[src/rtl/ones_counter_pkg.sv]
// rtl/ones_counter_pkg.sv - shared widths, mode encodings and width helper for the ones counter
package ones_counter_pkg;

  localparam logic MODE_ONES  = 1'b0;
  localparam logic MODE_ZEROS = 1'b1;

  localparam int DEF_BIT_WIDTH   = 32;
  localparam int DEF_CHUNK_WIDTH = 8;
  localparam int DEF_ACC_WIDTH   = 16;

  // Bits needed to index n values, i.e. ceil(log2(n)).
  function automatic int clog2_w(input int n);
    int r;
    r = 0;
    while ((1 << r) < n) r++;
    return r;
  endfunction

endpackage

[src/rtl/ones_counter_pipe_if.sv]
// rtl/ones_counter_pipe_if.sv - word-in / count-out handshake bundle for ones_counter_pipe
interface ones_counter_pipe_if
  import ones_counter_pkg::*;
#(
  parameter int BIT_WIDTH = DEF_BIT_WIDTH,
  parameter int ACC_WIDTH = DEF_ACC_WIDTH
) ();
  localparam int CW = clog2_w(BIT_WIDTH + 1);

  logic                 in_valid;
  logic                 in_ready;
  logic [BIT_WIDTH-1:0] word_in;
  logic                 mode;
  logic                 in_last;
  logic                 out_valid;
  logic                 out_ready;
  logic [CW-1:0]        count_out;
  logic [ACC_WIDTH-1:0] acc_out;
  logic                 acc_sat;
  logic                 out_last;

  modport master (
    output in_valid, word_in, mode, in_last, out_ready,
    input  in_ready, out_valid, count_out, acc_out, acc_sat, out_last
  );

  modport slave (
    input  in_valid, word_in, mode, in_last, out_ready,
    output in_ready, out_valid, count_out, acc_out, acc_sat, out_last
  );
endinterface

[src/rtl/chunk_popcount.sv]
// rtl/chunk_popcount.sv - combinational ones count of a single chunk slice
module chunk_popcount
  import ones_counter_pkg::*;
#(
  parameter int CHUNK_WIDTH = DEF_CHUNK_WIDTH,
  parameter int COUNT_WIDTH = clog2_w(CHUNK_WIDTH + 1)
) (
  input  logic [CHUNK_WIDTH-1:0] chunk_in,
  output logic [COUNT_WIDTH-1:0] count_out
);

  always_comb begin
    count_out = '0;
    for (int i = 0; i < CHUNK_WIDTH; i++) begin
      count_out = count_out + COUNT_WIDTH'(chunk_in[i]);
    end
  end

endmodule

[src/rtl/ones_counter_pipe.sv]
// rtl/ones_counter_pipe.sv - two-stage pipelined ones/zeros counter with optional frame accumulator
// (accumulator built only when ONES_COUNTER_ACCUM_EN is defined)
module ones_counter_pipe
  import ones_counter_pkg::*;
#(
  parameter int BIT_WIDTH   = DEF_BIT_WIDTH,
  parameter int CHUNK_WIDTH = DEF_CHUNK_WIDTH,
  parameter int ACC_WIDTH   = DEF_ACC_WIDTH
) (
  input  logic               clk,
  input  logic               rst,
  ones_counter_pipe_if.slave bus
);
  localparam int CW  = clog2_w(BIT_WIDTH + 1);
  localparam int NCH = BIT_WIDTH / CHUNK_WIDTH;
  localparam int CKW = clog2_w(CHUNK_WIDTH + 1);

  logic                     adv;
  logic [NCH-1:0][CKW-1:0]  chunk_cnt;
  logic [NCH-1:0][CKW-1:0]  s1_cnt_q, s1_cnt_d;
  logic                     s1_valid_q, s1_valid_d;
  logic                     s1_last_q, s1_last_d;
  logic                     s1_mode_q, s1_mode_d;
  logic                     out_valid_q, out_valid_d;
  logic                     out_last_q, out_last_d;
  logic [CW-1:0]            count_q, count_d;
  logic [CW-1:0]            ones_sum, word_cnt;

  for (genvar g = 0; g < NCH; g++) begin : g_chunk
    chunk_popcount #(
      .CHUNK_WIDTH (CHUNK_WIDTH),
      .COUNT_WIDTH (CKW)
    ) u_chunk (
      .chunk_in  (bus.word_in[g*CHUNK_WIDTH +: CHUNK_WIDTH]),
      .count_out (chunk_cnt[g])
    );
  end

  assign adv          = !(out_valid_q && !bus.out_ready);
  assign bus.in_ready = adv;

  // Zeros of the word equal ones of its inverse, so derive that count from the ones sum.
  always_comb begin
    ones_sum = '0;
    for (int i = 0; i < NCH; i++) begin
      ones_sum = ones_sum + CW'(s1_cnt_q[i]);
    end
    word_cnt = (s1_mode_q == MODE_ZEROS) ? (CW'(BIT_WIDTH) - ones_sum) : ones_sum;
  end

  always_comb begin
    s1_valid_d  = s1_valid_q;
    s1_last_d   = s1_last_q;
    s1_mode_d   = s1_mode_q;
    s1_cnt_d    = s1_cnt_q;
    out_valid_d = out_valid_q;
    out_last_d  = out_last_q;
    count_d     = count_q;
    if (adv) begin
      s1_valid_d  = bus.in_valid;
      s1_last_d   = bus.in_last;
      s1_mode_d   = bus.mode;
      s1_cnt_d    = chunk_cnt;
      out_valid_d = s1_valid_q;
      if (s1_valid_q) begin
        count_d    = word_cnt;
        out_last_d = s1_last_q;
      end
    end
  end

  always_ff @(posedge clk or negedge rst) begin
    if (!rst) begin
      s1_valid_q  <= 1'b0;
      s1_last_q   <= 1'b0;
      s1_mode_q   <= MODE_ONES;
      s1_cnt_q    <= '0;
      out_valid_q <= 1'b0;
      out_last_q  <= 1'b0;
      count_q     <= '0;
    end else begin
      s1_valid_q  <= s1_valid_d;
      s1_last_q   <= s1_last_d;
      s1_mode_q   <= s1_mode_d;
      s1_cnt_q    <= s1_cnt_d;
      out_valid_q <= out_valid_d;
      out_last_q  <= out_last_d;
      count_q     <= count_d;
    end
  end

  assign bus.out_valid = out_valid_q;
  assign bus.out_last  = out_last_q;
  assign bus.count_out = count_q;

`ifdef ONES_COUNTER_ACCUM_EN
  localparam int AW1 = ACC_WIDTH + 1;

  logic [ACC_WIDTH-1:0] acc_q, acc_d;
  logic                 sat_q, sat_d;
  logic                 frame_start_q, frame_start_d;
  logic [AW1-1:0]       acc_sum;

  // frame_start marks that the next valid beat opens a new frame and must not add to acc_q.
  always_comb begin
    acc_d         = acc_q;
    sat_d         = sat_q;
    frame_start_d = frame_start_q;
    acc_sum       = (frame_start_q ? '0 : {1'b0, acc_q}) + AW1'(word_cnt);
    if (adv && s1_valid_q) begin
      frame_start_d = s1_last_q;
      if (acc_sum[ACC_WIDTH]) begin
        acc_d = '1;
        sat_d = 1'b1;
      end else begin
        acc_d = acc_sum[ACC_WIDTH-1:0];
        sat_d = frame_start_q ? 1'b0 : sat_q;
      end
    end
  end

  always_ff @(posedge clk or negedge rst) begin
    if (!rst) begin
      acc_q         <= '0;
      sat_q         <= 1'b0;
      frame_start_q <= 1'b1;
    end else begin
      acc_q         <= acc_d;
      sat_q         <= sat_d;
      frame_start_q <= frame_start_d;
    end
  end

  assign bus.acc_out = acc_q;
  assign bus.acc_sat = sat_q;
`else
  assign bus.acc_out = '0;
  assign bus.acc_sat = 1'b0;
`endif

endmodule
[src/flat_wrapper.sv]
// flat-port wrapper written by rule: the top's interface ports become plain ports
module ones_counter_pipe_flat import ones_counter_pkg::*;
#(
  parameter int BIT_WIDTH   = DEF_BIT_WIDTH,
  parameter int CHUNK_WIDTH = DEF_CHUNK_WIDTH,
  parameter int ACC_WIDTH   = DEF_ACC_WIDTH
)
  (clk, rst, bus_in_valid, bus_word_in, bus_mode, bus_in_last, bus_out_ready, bus_in_ready, bus_out_valid, bus_count_out, bus_acc_out, bus_acc_sat, bus_out_last);
  ones_counter_pipe_if #(.BIT_WIDTH(BIT_WIDTH), .ACC_WIDTH(ACC_WIDTH)) bus_i ();
  input  logic clk;
  input  logic rst;
  input wire logic [$bits(bus_i.in_valid)-1:0] bus_in_valid;
  input wire logic [$bits(bus_i.word_in)-1:0] bus_word_in;
  input wire logic [$bits(bus_i.mode)-1:0] bus_mode;
  input wire logic [$bits(bus_i.in_last)-1:0] bus_in_last;
  input wire logic [$bits(bus_i.out_ready)-1:0] bus_out_ready;
  output wire logic [$bits(bus_i.in_ready)-1:0] bus_in_ready;
  output wire logic [$bits(bus_i.out_valid)-1:0] bus_out_valid;
  output wire logic [$bits(bus_i.count_out)-1:0] bus_count_out;
  output wire logic [$bits(bus_i.acc_out)-1:0] bus_acc_out;
  output wire logic [$bits(bus_i.acc_sat)-1:0] bus_acc_sat;
  output wire logic [$bits(bus_i.out_last)-1:0] bus_out_last;
  assign bus_i.in_valid = bus_in_valid;
  assign bus_i.word_in = bus_word_in;
  assign bus_i.mode = bus_mode;
  assign bus_i.in_last = bus_in_last;
  assign bus_i.out_ready = bus_out_ready;
  assign bus_in_ready = bus_i.in_ready;
  assign bus_out_valid = bus_i.out_valid;
  assign bus_count_out = bus_i.count_out;
  assign bus_acc_out = bus_i.acc_out;
  assign bus_acc_sat = bus_i.acc_sat;
  assign bus_out_last = bus_i.out_last;
  ones_counter_pipe #(.BIT_WIDTH(BIT_WIDTH), .CHUNK_WIDTH(CHUNK_WIDTH), .ACC_WIDTH(ACC_WIDTH)) u_core (.clk(clk), .rst(rst), .bus(bus_i));
endmodule
[config.mk]
export PLATFORM = sky130hd
export DESIGN_NAME = ones_counter_pipe_flat
export DESIGN_NICKNAME = d
export VERILOG_FILES = /design/src/rtl/ones_counter_pkg.sv /design/src/rtl/ones_counter_pipe_if.sv /design/src/rtl/chunk_popcount.sv /design/src/rtl/ones_counter_pipe.sv /design/src/flat_wrapper.sv
export SDC_FILE = /design/constraint.sdc
export NUM_CORES = 1
export LEC_CHECK = 0
export CORE_MARGIN = 2
export CORE_UTILIZATION = 40
export CTS_CLUSTER_DIAMETER = 40
export DETAILED_ROUTE_END_ITERATION = 16
export PLACE_DENSITY = 0.77
export SLEW_MARGIN = 10
export SYNTH_ARGS = -nofsm -noshare
export SYNTH_HDL_FRONTEND = slang
export SYNTH_HIERARCHICAL = 1
export SYNTH_SLANG_ARGS = --single-unit
[constraint.sdc]
create_clock -name clk -period 8.7 [get_ports clk]
set_input_delay 1.74 -clock clk [delete_from_list [all_inputs] [get_ports clk]]
set_output_delay 1.74 -clock clk [all_outputs]
set_load 0.02 [all_outputs]
---- After elaboration in Yosys (flattened, before gate mapping) ----
Index checks and enable logic that the tools add are counted.
Widths: inputs -> output; s select.
storage, ports and cells
  bits in registers ....................... 27
  bits in latches ......................... 0
  RAM bits ................................ 0
  bits in read-only memories .............. 0
  bits of input ports ..................... 38
  output and inout bits ................... 26
  logic and storage cells ................. 48
  memories kept ........................... 0
operators by class
  $add $sub $neg .......................... 32
  multiply operators ...................... 0
  divide/modulo/power cells ............... 0
  magnitude comparators ................... 0
  equality and inequality tests ........... 0
  shifts and indexed selects .............. 0
  multiplexer cells ....................... 1
  bitwise operators ....................... 1
  reductions and logical operators ........ 4
operators by type and width
  kind                 number
  $add 4x1->4          16
  $add 3x1->4          4
  $add 2x1->3          4
  $add 6x4->6          2
  $add 1x1->2          4
  $mux 6               1
  $sub 6x6->6 const A  1
  $add 4x4->5          1
  $logic_not 1->1      2
  $reduce_and 2->1     1
  $logic_and 1x1->1    1
  $not 1->1            1

---- Longest topological paths before layout ----
  depth after elaboration ................. 7
  depth in mapped cells ................... 11

---- Modules after synthesis ----
Netlist, hierarchy kept.
by module, submodules not included
  module             times used  cells each  area each (um^2)
  ones_counter_pipe  1           156         1605.3
  chunk_popcount     4           18          167.7

---- Worst setup path after synthesis ----
No wires, ideal clock.
  path kind ............................... input to output
  from .................................... in bus_out_ready
  to ...................................... out bus_in_ready
  arrival time ............................ 2.357 ns
  data required time ...................... 6.960 ns
  setup slack ............................. 4.603 ns
  cell stages on the path ................. 3
  cells stage by stage .................... nand2b_1 -> buf_2 -> clkbuf_1
on the way
  longest elaborated chain between the ends .. 3
RTL lines
  element            line                     source
  from (decl)        flat_wrapper.sv:16       input wire logic [$bits(bus_i.out_ready)-1:0] bus_out_ready;
  $logic_not 1->1    ones_counter_pipe.sv:39  assign adv = !(out_valid_q && !bus.out_ready);
  $logic_and 1x1->1  ones_counter_pipe.sv:39
  $logic_not 1->1    ones_counter_pipe.sv:39
  to (decl)          flat_wrapper.sv:17       output wire logic [$bits(bus_i.in_ready)-1:0] bus_in_ready;
Every way passes these cells.

---- Worst setup path after layout ----
Same ends and word-level chain as after synthesis.

==> impl_results.md <==
- Core area: 0.00551 mm²
- Pin count of the biggest net entering global routing: 37
- Clock Latency Late Sink: 270 ps
- Via density: ~4.4
- DR vias: between 1500 and 2000
- Postcts setup bufs: 0
- RSZ-0062 raised after global routing: no
- Required @ worst endpoint: ~7000 ps
- Pre-CTS WS: about 4000 ps
- Arr. time, crit path: 2920 ps
- Max Cap Viol: 0
- Primary FF master, synth: dfrtp_1
- Final HPWL DP: 3130 µm
- Worst min path class: reg -> reg
- Critical Path End Type: output port
- I/O pins: 64
- Final antenna-violating net count: 0
- Synth area leader: dfrtp_1
- GRT Total Usage: 0.138
- CP Launch Type: input port
- Worst setup margin: approximately 4000 ps
- Tcrit/Tclk final: 0.536
- CP Launch Point: bus_out_ready
- Die Wd: ~79 µm
- Synth-to-layout area growth: 22.9%
- Clock sink total: 27
- Fillers: 508
- GP Congestion: roughly 0.8
- Nets: ~360
- R2r startpoint: u_core/s1_cnt_q[5]$_DFFE_PN0N_
- Status: complete, no violations
- Share of layout cells above drive strength 1: 0.0620
- Final instance area: 0.00280 mm²
- Leak: about 1.4 nW
- Syn avg cell area: about 10 µm²
- Dpl cells: 342
- Multi-input gate area: roughly 0.0013 mm²
- Final TNS setup: 0 ps
- Initial Util: 0.413
- Non-Filler Instances: roughly 350
- #FFs+latches synth: 27
- Hold slack final: just under 500 ps
- Maximum clock rate: around 210 MHz
- CTS root buffer: clkbuf_8
- Cell Rows: 27
- Drt pass-1 iters: 4
- Worst path cell trace: clkdlybuf4s50_1 -> nand2b_1 -> clkdlybuf4s50_1
- Number of H-tree levels: 1
- R2R cell count: 11
- Max incr delay on CP: slightly above 600 ps
- Post-CTS Resized: 0
- Post-synth EDFFs: 0
- Diodes inserted: 0
- DR iter-0 viols: just under 80
- VDD IR max: between 150 and 200 µV
- Cell count after synthesis: 228
- RR Endpoint: u_core/bus.count_out[5]$_DFFE_PN0P_
- CP most frequent cell: clkdlybuf4s50_1
- Power Total: 916 µW
- Crit-path max FO: 2
- Final min period: 4660 ps
- Fin. Hold Viols: 0
- CP Class: in -> out
- Synth warn: 6
- Height of the die: between 70 and 80 µm
- Clock skew: ~2.6 ps
- Cts bufs inserted: 3
- Drt total wl: 3690 µm
- Final setup viols: 0
- Finished Core Util: 0.508
- Routed len/inst: around 11 µm
- Cts hold-fix bufs: 0
- Initial antenna violation count: 0
- Post-synth cell types: 32
- Pins Over Slew Limit: 0
- Power per cell area: around 330 mW/mm²
- First-pass GRT wire length: 7030 µm
- Synthesized area: 0.00228 mm²
- I/O Buffers: 46
- Number of remaining DRC errors: 0
- Slowest-stage cell, CP: clkdlybuf4s50_1
- Synth top area share: 0.297
- Clock slew at reported path FFs: around 90 ps
- CTS tree: done
- FF-to-FF setup slack: approximately 5500 ps
- CTS Buffer Depth: 2
- Seq/Total Area, Yosys: 0.297
- Reg area: 676 µm²
- Grt total ovfl: 0
- Ys async rst share: 1.00
- Worst setup endpoint: bus_in_ready
- Ranking of synthesized cells by area: dfrtp_1, fa_1, ha_1
- Vias in the first global route: 1694
- Die area: roughly 0.0063 mm²
- Placed Area: 0.00275 mm²
logic make-up (layout without fill, tap and decap cells):
family                     after synthesis  in the layout  synth area share
buffers and inverters                   78            108             0.158
adders and majority gates               42             42             0.310
and+or+nand+nor                         35             35            0.0797
AOI/OAI and AO/OA                       27             27            0.0682
DFF                                     27             27             0.297
muxes                                   10             10            0.0489
xor gates and xnor gates                 8              8            0.0368
other                                    1             17           0.00165
critical path, delay by kind of cell:
| family | cells | cell delay (ps) |
|---|---|---|
| buffers and inverters | 2 | 1060 |
| AND/OR/NAND/NOR | 1 | 120 |
per-layer routing:
layer | routed length (µm) | global-route usage | vias up
met5 | 0 | 0 | -
met4 | 31 | 0.0397 | 0
met3 | 139 | 0.0181 | 2
met2 | 1980 | 0.268 | 32
met1 | 1540 | 0.156 | 728
li1 | - | - | 752
how the worst min path moves through the flow:
stage	from	end	slack, ps	cells past startpoint
final	u_core/bus.count_out[2]$_DFFE_PN0P_	u_core/bus.count_out[2]$_DFFE_PN0P_	480	2
after global routing	u_core/bus.count_out[3]$_DFFE_PN0P_	u_core/bus.count_out[3]$_DFFE_PN0P_	520	1
after CTS	u_core/bus.count_out[2]$_DFFE_PN0P_	u_core/bus.count_out[2]$_DFFE_PN0P_	490	2
after detailed placement	u_core/bus.count_out[2]$_DFFE_PN0P_	u_core/bus.count_out[2]$_DFFE_PN0P_	470	2
after global placement	u_core/bus.count_out[1]$_DFFE_PN0P_	u_core/bus.count_out[1]$_DFFE_PN0P_	470	2
after floorplan	u_core/s1_last_q$_DFFE_PN0N_	u_core/bus.out_last$_DFFE_PN0P_	480	1
flip-flops by register name (all words and copies together) (netlist names):
register              cells
u_core/bus.out_last       1
u_core/s1_valid_q         1
u_core/s1_cnt_q          16
u_core/s1_last_q          1
u_core/bus.out_valid      1
u_core/s1_mode_q          1
u_core/bus.count_out      6
cells in the final DEF (no fill, tap or decap), types with 4 or more instances in the layout:
cell and n:
inv_1 56, clkdlybuf4s50_1 46, dfrtp_1 27, fa_1 24, ha_1 18, nand2_1 17
o21ai_0 17, conb_1 17, mux2_2 9, xnor2_1 6, a21oi_1 5, nor2_1 4
nor2b_1 4
cell type report:
cell class	instances	share of cell area
inverters	56	0.0751
multi-input cells	139	0.465
repair buffers	48	0.170
flip-flops and latches	27	0.242
clock buffers	4	0.0161
well taps	72	0.0322
synthesized netlist by cell type (2+ instances only):
| master | instances |
|---|---|
| inv_1 | 56 |
| dfrtp_1 | 27 |
| fa_1 | 24 |
| ha_1 | 18 |
| buf_4 | 17 |
| nand2_1 | 17 |
| o21ai_0 | 17 |
| mux2_2 | 9 |
| xnor2_1 | 6 |
| a21oi_1 | 5 |
| nor2_1 | 4 |
| nor2b_1 | 4 |
| nand2b_1 | 3 |
| buf_2 | 2 |
| clkbuf_1 | 2 |
power breakdown:
| part | leakage [nW] | switching [mW] | internal (mW) |
|---|---|---|---|
| clock | 0.0228 | 0.0370 | 0.0327 |
| sequential | 0.330 | 0.0211 | 0.171 |
| combinational | 1.02 | 0.329 | 0.326 |
Power figures use the tool's default switching activity.
